**src/rtl/operand_sel_stage.sv**
```systemverilog
// Operand select stage: per-channel source mux feeding the EXE-side operand
// register, with a per-channel WB hold buffer that keeps a WB-forwarded value
// alive across a stall.
module operand_sel_stage #(
    parameter int unsigned DATA_W  = 32,
    parameter int unsigned NUM_OPS = 2,
    parameter bit          FWD_EN  = 1'b1
) (
    input  logic                        clk,
    input  logic                        rst_n,
    input  logic                        in_valid,
    input  logic                        stall,
    input  logic                        flush,
    input  logic [NUM_OPS*DATA_W-1:0]   rs_data,
    input  logic [NUM_OPS*3-1:0]        src_sel,
    input  logic [DATA_W-1:0]           pc,
    input  logic [DATA_W-1:0]           imm,
    input  logic [DATA_W-1:0]           mem_fwd_data,
    input  logic [DATA_W-1:0]           wb_fwd_data,
    output logic                        out_valid,
    output logic [NUM_OPS*DATA_W-1:0]   op_data,
    output logic [NUM_OPS-1:0]          hold_active,
    output logic [15:0]                 stall_cnt
);

    localparam int unsigned CNT_W = 16;
    localparam int unsigned SEL_W = 3;

    localparam logic [SEL_W-1:0] SEL_RS  = 3'd0;
    localparam logic [SEL_W-1:0] SEL_PC  = 3'd1;
    localparam logic [SEL_W-1:0] SEL_IMM = 3'd2;
    localparam logic [SEL_W-1:0] SEL_MEM = 3'd3;
    localparam logic [SEL_W-1:0] SEL_WB  = 3'd4;

    localparam logic [CNT_W-1:0] CNT_MAX = '1;

    logic                      out_valid_q,   out_valid_d;
    logic [NUM_OPS*DATA_W-1:0] op_data_q,     op_data_d;
    logic [NUM_OPS-1:0]        hold_active_q, hold_active_d;
    logic [NUM_OPS*DATA_W-1:0] hold_reg_q,    hold_reg_d;
    logic [CNT_W-1:0]          stall_cnt_q,   stall_cnt_d;
    logic [NUM_OPS*DATA_W-1:0] sel_data_c;

    // Per-channel source mux; WB source prefers the hold buffer when it is live
    always_comb begin
        sel_data_c = '0;
        for (int c = 0; c < NUM_OPS; c++) begin
            unique case (src_sel[c*SEL_W +: SEL_W])
                SEL_RS:  sel_data_c[c*DATA_W +: DATA_W] = rs_data[c*DATA_W +: DATA_W];
                SEL_PC:  sel_data_c[c*DATA_W +: DATA_W] = pc;
                SEL_IMM: sel_data_c[c*DATA_W +: DATA_W] = imm;
                SEL_MEM: sel_data_c[c*DATA_W +: DATA_W] = FWD_EN ? mem_fwd_data
                                                                 : rs_data[c*DATA_W +: DATA_W];
                SEL_WB:  sel_data_c[c*DATA_W +: DATA_W] = !FWD_EN ? rs_data[c*DATA_W +: DATA_W]
                                                        : hold_active_q[c] ? hold_reg_q[c*DATA_W +: DATA_W]
                                                                           : wb_fwd_data;
                default: sel_data_c[c*DATA_W +: DATA_W] = '0;
            endcase
        end
    end

    // Next-state: flush kills, stall holds (and captures WB), otherwise advance
    always_comb begin
        out_valid_d   = out_valid_q;
        op_data_d     = op_data_q;
        hold_active_d = hold_active_q;
        hold_reg_d    = hold_reg_q;
        stall_cnt_d   = stall_cnt_q;

        if (flush) begin
            out_valid_d   = 1'b0;
            hold_active_d = '0;
        end else if (stall) begin
            for (int c = 0; c < NUM_OPS; c++) begin
                if (FWD_EN && in_valid && !hold_active_q[c] &&
                    (src_sel[c*SEL_W +: SEL_W] == SEL_WB)) begin
                    hold_reg_d[c*DATA_W +: DATA_W] = wb_fwd_data;
                    hold_active_d[c]               = 1'b1;
                end
            end
        end else begin
            op_data_d     = sel_data_c;
            out_valid_d   = in_valid;
            hold_active_d = '0;
        end

        if (stall && out_valid_q && (stall_cnt_q != CNT_MAX)) begin
            stall_cnt_d = stall_cnt_q + CNT_W'(1);
        end
    end

    // State registers
    always_ff @(posedge clk or negedge rst_n) begin
        if (!rst_n) begin
            out_valid_q   <= 1'b0;
            op_data_q     <= '0;
            hold_active_q <= '0;
            hold_reg_q    <= '0;
            stall_cnt_q   <= '0;
        end else begin
            out_valid_q   <= out_valid_d;
            op_data_q     <= op_data_d;
            hold_active_q <= hold_active_d;
            hold_reg_q    <= hold_reg_d;
            stall_cnt_q   <= stall_cnt_d;
        end
    end

    assign out_valid   = out_valid_q;
    assign op_data     = op_data_q;
    assign hold_active = hold_active_q;
    assign stall_cnt   = stall_cnt_q;

endmodule

```
**config.mk**
```make
export PLATFORM = sky130hd
export DESIGN_NAME = operand_sel_stage
export DESIGN_NICKNAME = d
export VERILOG_FILES = /design/src/rtl/operand_sel_stage.sv
export SDC_FILE = /design/constraint.sdc
export NUM_CORES = 1
export LEC_CHECK = 0
export CORE_ASPECT_RATIO = 0.8
export CORE_MARGIN = 1.5
export CORE_UTILIZATION = 45
export DETAILED_ROUTE_END_ITERATION = 12
export PLACE_DENSITY = 0.86
export SLEW_MARGIN = 15
export SYNTH_ARGS = -nofsm -noshare
export SYNTH_HDL_FRONTEND = slang
export SYNTH_SLANG_ARGS = --single-unit
```
**constraint.sdc**
```tcl
create_clock -name clk -period 4.1 [get_ports clk]
set_input_delay 0.41 -clock clk [delete_from_list [all_inputs] [get_ports clk]]
set_output_delay 0.41 -clock clk [all_outputs]
set_load 0.02 [all_outputs]
```
* Yosys cells after proc, flatten, opt, wreduce, memory -nomap -nowiden *
Index checks and enable logic that the tools add are counted.
Widths: inputs -> output; s select.

operators by class
  bitwise gates (word level) = 2
  reductions and logical operators = 13
  $add $sub $neg = 1
  mux-type cells = 10
  equal/unequal tests = 12

operator list
  kind                   number
  $pmux 32 s5            2
  $mux 32                2
  $add 16x1->16 const B  1
  $ne 16x16->1 const B   1
  $eq 3x2->1 const B     4
  $eq 3x1->1 const B     2
  $eq 3x3->1 const B     2
  $logic_and 1x1->1      6
  $logic_not 3->1        2
  $ne 3x1->1 const B     2
  $reduce_and 3->1       2
  $mux 1                 4
  $mux 2                 2
  $logic_not 1->1        2
  $ne 2x1->1 const B     1
  $not 1->1              2
  $reduce_and 2->1       1

storage, ports and cells
  bits in registers = 147
  input port bits = 203
  output and inout bits = 83

* Logic depth before layout (Yosys ltp) *
  depth in word-level cells = 6
  mapped depth = 5

* Worst setup path after synthesis *
No wires, ideal clock.

  path kind = register -> register
  start point = register stall_cnt_q[0] (netlist: stall_cnt[0])
  end point = register stall_cnt_q[1] (netlist: stall_cnt[1])
  data arrival time = 1667 ps
  data required time = 3975 ps
  buffers on the path = 0
  setup time = 125 ps
  stages on the path, launching flop included = 6
  clock period less this slack = 1791 ps
  slack = 2309 ps
  cell sequence = dfrtp_1 ha_1 nand3_1 nor4_4 nor2_1 mux2_2

on the way
  longest elaborated chain between the ends = 2
  elaborated cells between the ends (all ways) = 3
  classes of those cells = add/sub: 1; eq/ne: 1; reduce/logical: 1

RTL lines
  what                                                                   RTL line  RTL
  start: declaration                                                     41        logic [CNT_W-1:0] stall_cnt_q, stall_cnt_d;
  start signal: assignment                                               105       stall_cnt_q <= stall_cnt_d;
  parallel branches: the longest is 2 deep, another holds $add 16x1->16  -

Parallel ways; which one is timed is not known.
A chain may end at the register's enable or synchronous reset.

* Final worst setup path *
  start point = register hold_active_q[1] (netlist: hold_active[1])
  end point = output hold_active[1]

RTL lines
  what                      RTL line  RTL
  start: declaration        39        logic [NUM_OPS-1:0] hold_active_q, hold_active_d;
  start signal: assignment  103       hold_active_q <= hold_active_d;
  end: declaration          22        output logic [NUM_OPS-1:0] hold_active,

No word-level cell between the ends.

==> metrics list <==
- The analysis attributes to cell leakage a power of 4.82 nW.
* Clock latency reported for the late side of the worst-skew pair: between 0.4 and 0.5 ns
* Dominant register cell in the synthesized netlist: sky130_fd_sc_hd__dfrtp_1
- The die is about 160 microns wide.
- Yosys synthesis warning count: 0
* CP Launch Type: flop
- Worst-margin pin slew: approximately 0.9 ns
- Syn Std Cell Area: 0.00837 sq mm
- The initial antenna violation count was 1.
* Unique cell type count in the Yosys netlist: 37
- The share of the Yosys chip area taken by registers is 43.9%.
- After detailed routing, the number of remaining DRC violations is 0.
- The congestion estimate from routability-driven global placement came to ~0.88.
* Outcome: finished clean
- Yosys mapped a number of flops with a built-in enable equal to 0.
- The first TritonRoute pass finished after 5 iterations.
- Post-CTS Setup Bufs: 0
- Entering global routing, the biggest net connects 92 pins.
- On the final layout, the worst clock skew is 0.0125 ns.
* Maximum capacitance violations: 0
- Part of the total power dissipated in sequential elements: between 30% and 40%
- Final hold violation count: 0
- Net switching is 27.8% of the power.
- For this design the ratio of total power to cell area is around 390 mW/mm^2.
- CTS Buf Count: 17
* Final number of setup-violating endpoints: 0
- Data arrival at the endpoint of the critical path: approximately 2.2 ns
* Worst setup path startpoint: hold_active[1]
- Of all nets on the critical path, the largest fanout is 35.
- Clock-pin slew reported for the worst setup and hold paths after clock tree synthesis: around 0.060 ns
- Count of final max-slew check failures: 0
- The top cell type by area accounts for 43.9% of the synthesized area.
* I/O Buffers: ~290
- Wire length of the first global-routing pass: 40.7 mm
- Sink Count: ~150
- Hold buffer count at CTS: 0
- Final global-route overflow total: 0
* Worst flop-to-flop path startpoint: hold_active[1]
- Internal power: roughly 0.0034 W
* Critical path cell sequence: clkdlybuf4s50_1
- Area of the placeable core: 0.0182 sq mm
* I/O Pins: around 290
- The first routing iteration left 496 violations.
- Synth Net Count: ~860
- Counting flops and latches in the post-synthesis netlist gives approximately 150.
* Synthesized area per cell: 12.7 sq um
- Area grow syn2layout: 43.2%
* Detail Route Antenna Nets: 0
* Crit path largest cell delay: between 0.9 and 1 ns
- Of all flip-flops after synthesis, the portion carrying an async set or reset was between 90% and 100%.
- Layout cells sized above 1: between 20% and 30%
* Maximum number of buffers from clock root to sink: 2
- The wire-length estimate of the detail-placed layout is around 18 mm.
- Worst rel slew slack: between 30% and 40%
* Routed WL per cell: approximately 23 microns
- For this design the total switching power over the nets is around 0.0013 W.
* Dominant cells by area after synthesis: sky130_fd_sc_hd__dfrtp_1 44%, sky130_fd_sc_hd__mux2_2 17%, sky130_fd_sc_hd__mux4_2 17%
- Critical path endpoint category: output port
* Number of standard cells after synthesis: around 660
* Cell type with the highest aggregate area in the netlist: sky130_fd_sc_hd__dfrtp_1
- The setup path with the least slack is of type flop to output port.
* Critical Path RT: approximately 3.7 ns
- Slowest library cell on the worst path: sky130_fd_sc_hd__dfrtp_2
- The share of total power dissipated in combinational logic is between 20% and 30%.
* Via count of the first global-routing pass: just over 7000
* Die Area: about 0.02 sq mm
* Clock tree from TritonCTS: built
- Total global routing track utilization: about 28%
* Period Utilization, post-route: 62.5%
* Max Fclk: around 390 MHz
- The die is around 130 microns tall.
- In the final design database the tool counted about 1100 nets.
- The worst-case IR drop observed on VDD is about 230 uV.
* Number of vias per cell: ~5.9
- Clock power frac: a little over a third
- Core occupancy in the finished layout: approximately 66%
- Number of core rows: 44
- The detailed router placed roughly 7000 vias in this run.
* Clk root buf: sky130_fd_sc_hd__clkbuf_16
- The path class of the tightest hold or removal check is input pin to asynchronous set/reset pin.
- Crit path time final: between 2 and 3 ns
- Final WL: around 26 mm
* Initial core utilization: a little under half
- The kind of cell with the highest combined delay along the critical path is flip-flops.
- Number of buffer and inverter instances along the worst setup path: 1
- The H-tree was split into 4 levels.
* RSZ-0062 raised after global routing: no
* Number of instances resized during post-cts repair: 0
* Post-Route Setup TNS: 0 ns
-- per-stage QoR --
step | power (W) | setup slack (ns) | hold WS [ns] | instances | cell area [sq um]
floorplan | 0.00244 | 2.31 | 0.114 | 658 | 8370
global placement | 0.00303 | 1.31 | 0.482 | 1132 | 11400
detailed placement | 0.00306 | 1.26 | 0.488 | 1132 | 11400
CTS | 0.00469 | 1.53 | 0.0942 | 1163 | 12000
global route | 0.00485 | 1.47 | 0.114 | 1164 | 12000
finish | 0.00467 | 1.54 | 0.0603 | 1164 | 12000
-- worst reg2reg max path, stage by stage (launching register included) --
cell	delay (ns)
sky130_fd_sc_hd__dfrtp_2	0.73
sky130_fd_sc_hd__nand4b_2	0.86
sky130_fd_sc_hd__buf_4	0.49
sky130_fd_sc_hd__mux2_2	0.30
-- flip-flops by register name, summed over array words and instances (netlist names) --
name	count
op_data	64
hold_active	2
hold_reg_q	64
out_valid	1
stall_cnt	16
-- kinds of logic (layout without fill, tap and decap cells) --
kind of cell / after synthesis / count (layout) / share of synthesized area, %
adders and majority gates: 1 / 1 / 0.149
muxes: 193 / 193 / 34.6
DFF: 147 / 147 / 43.9
buffers and inverters: 59 / 334 / 3.05
AOI/OAI and AO/OA: 138 / 138 / 10.3
xor gates and xnor gates: 12 / 12 / 1.26
and+or+nand+nor: 108 / 108 / 6.74
other: 0 / 1 / 0
-- placed cells by master, fill, tap and decap left out, types with 3 or more instances in the layout --
| cell type | synthesis | final |
|---|---|---|
| sky130_fd_sc_hd__nor2_1 | 65 | 64 |
| sky130_fd_sc_hd__nand4_1 | 5 | 5 |
| sky130_fd_sc_hd__clkdlybuf4s50_1 | 0 | 280 |
| sky130_fd_sc_hd__xnor2_1 | 6 | 6 |
| sky130_fd_sc_hd__clkinv_2 | 0 | 5 |
| sky130_fd_sc_hd__dfrtp_1 | 147 | 145 |
| sky130_fd_sc_hd__a21oi_1 | 62 | 62 |
| sky130_fd_sc_hd__clkbuf_16 | 0 | 17 |
| sky130_fd_sc_hd__nand2_1 | 8 | 8 |
| sky130_fd_sc_hd__nand3_1 | 9 | 9 |
| sky130_fd_sc_hd__mux4_2 | 64 | 64 |
| sky130_fd_sc_hd__buf_2 | 15 | 4 |
| sky130_fd_sc_hd__bufinv_16 | 0 | 3 |
| sky130_fd_sc_hd__o21ai_0 | 7 | 7 |
| sky130_fd_sc_hd__xor2_1 | 6 | 6 |
| sky130_fd_sc_hd__clkbuf_8 | 0 | 4 |
| sky130_fd_sc_hd__mux2_2 | 129 | 129 |
| sky130_fd_sc_hd__a22oi_1 | 64 | 64 |
| sky130_fd_sc_hd__buf_4 | 4 | 15 |
-- layout make-up --
cell class              count  area [sq um]
repair buffers            300          2950
clock buffers              21           480
diodes                      1          2.50
clock inverters            10           130
multi-input cells         452          4450
flip-flops and latches    147          3680
inverters                   3          11.3
well taps                 230           288
fillers                  1361          6180
-- power groups by stage --
stage                     clock network [W]  logic [W]  registers (W)
final                               0.00162    0.00120        0.00185
after global routing                0.00169    0.00128        0.00188
after CTS                           0.00163    0.00121        0.00184
after detailed placement                  0    0.00120        0.00187
after global placement                    0    0.00117        0.00186
after floorplan                           0   0.000471        0.00197
-- cell usage after synthesis (all sizes together), types with 3 or more instances --
cell type,count
buf,19
nand2,8
clkbuf,37
nor2,65
dfrtp,147
nand3,9
nor4,5
o21ai,7
xor2,6
nand4,6
mux4,64
nor3,4
inv,3
mux2,129
a22oi,64
a21oi,62
xnor2,6
-- path summary, 6_finish.rpt --
path	cells past startpoint	slack [ns]	to
worst min-delay path	1	0.06	op_data[8]
max in group asynchronous	2	3.08	hold_reg_q[15]
worst max register to register	3	1.60	hold_reg_q[60]
min in group clk	1	0.50	hold_reg_q[26]
worst max-delay path	1	1.54	hold_active[1]
worst min register to register	1	0.50	hold_reg_q[26]
-- per-layer routing --
| metal | vias to the layer above | track usage [%] | wire (microns) |
|---|---|---|---|
| li1 | 3062 | - | - |
| met4 | 0 | 8.85 | 441 |
| met1 | 3516 | 36.2 | 11100 |
| met3 | 38 | 8.25 | 2230 |
| met5 | - | 0 | 0 |
| met2 | 308 | 44.4 | 12500 |
Power figures use the tool's default switching activity.
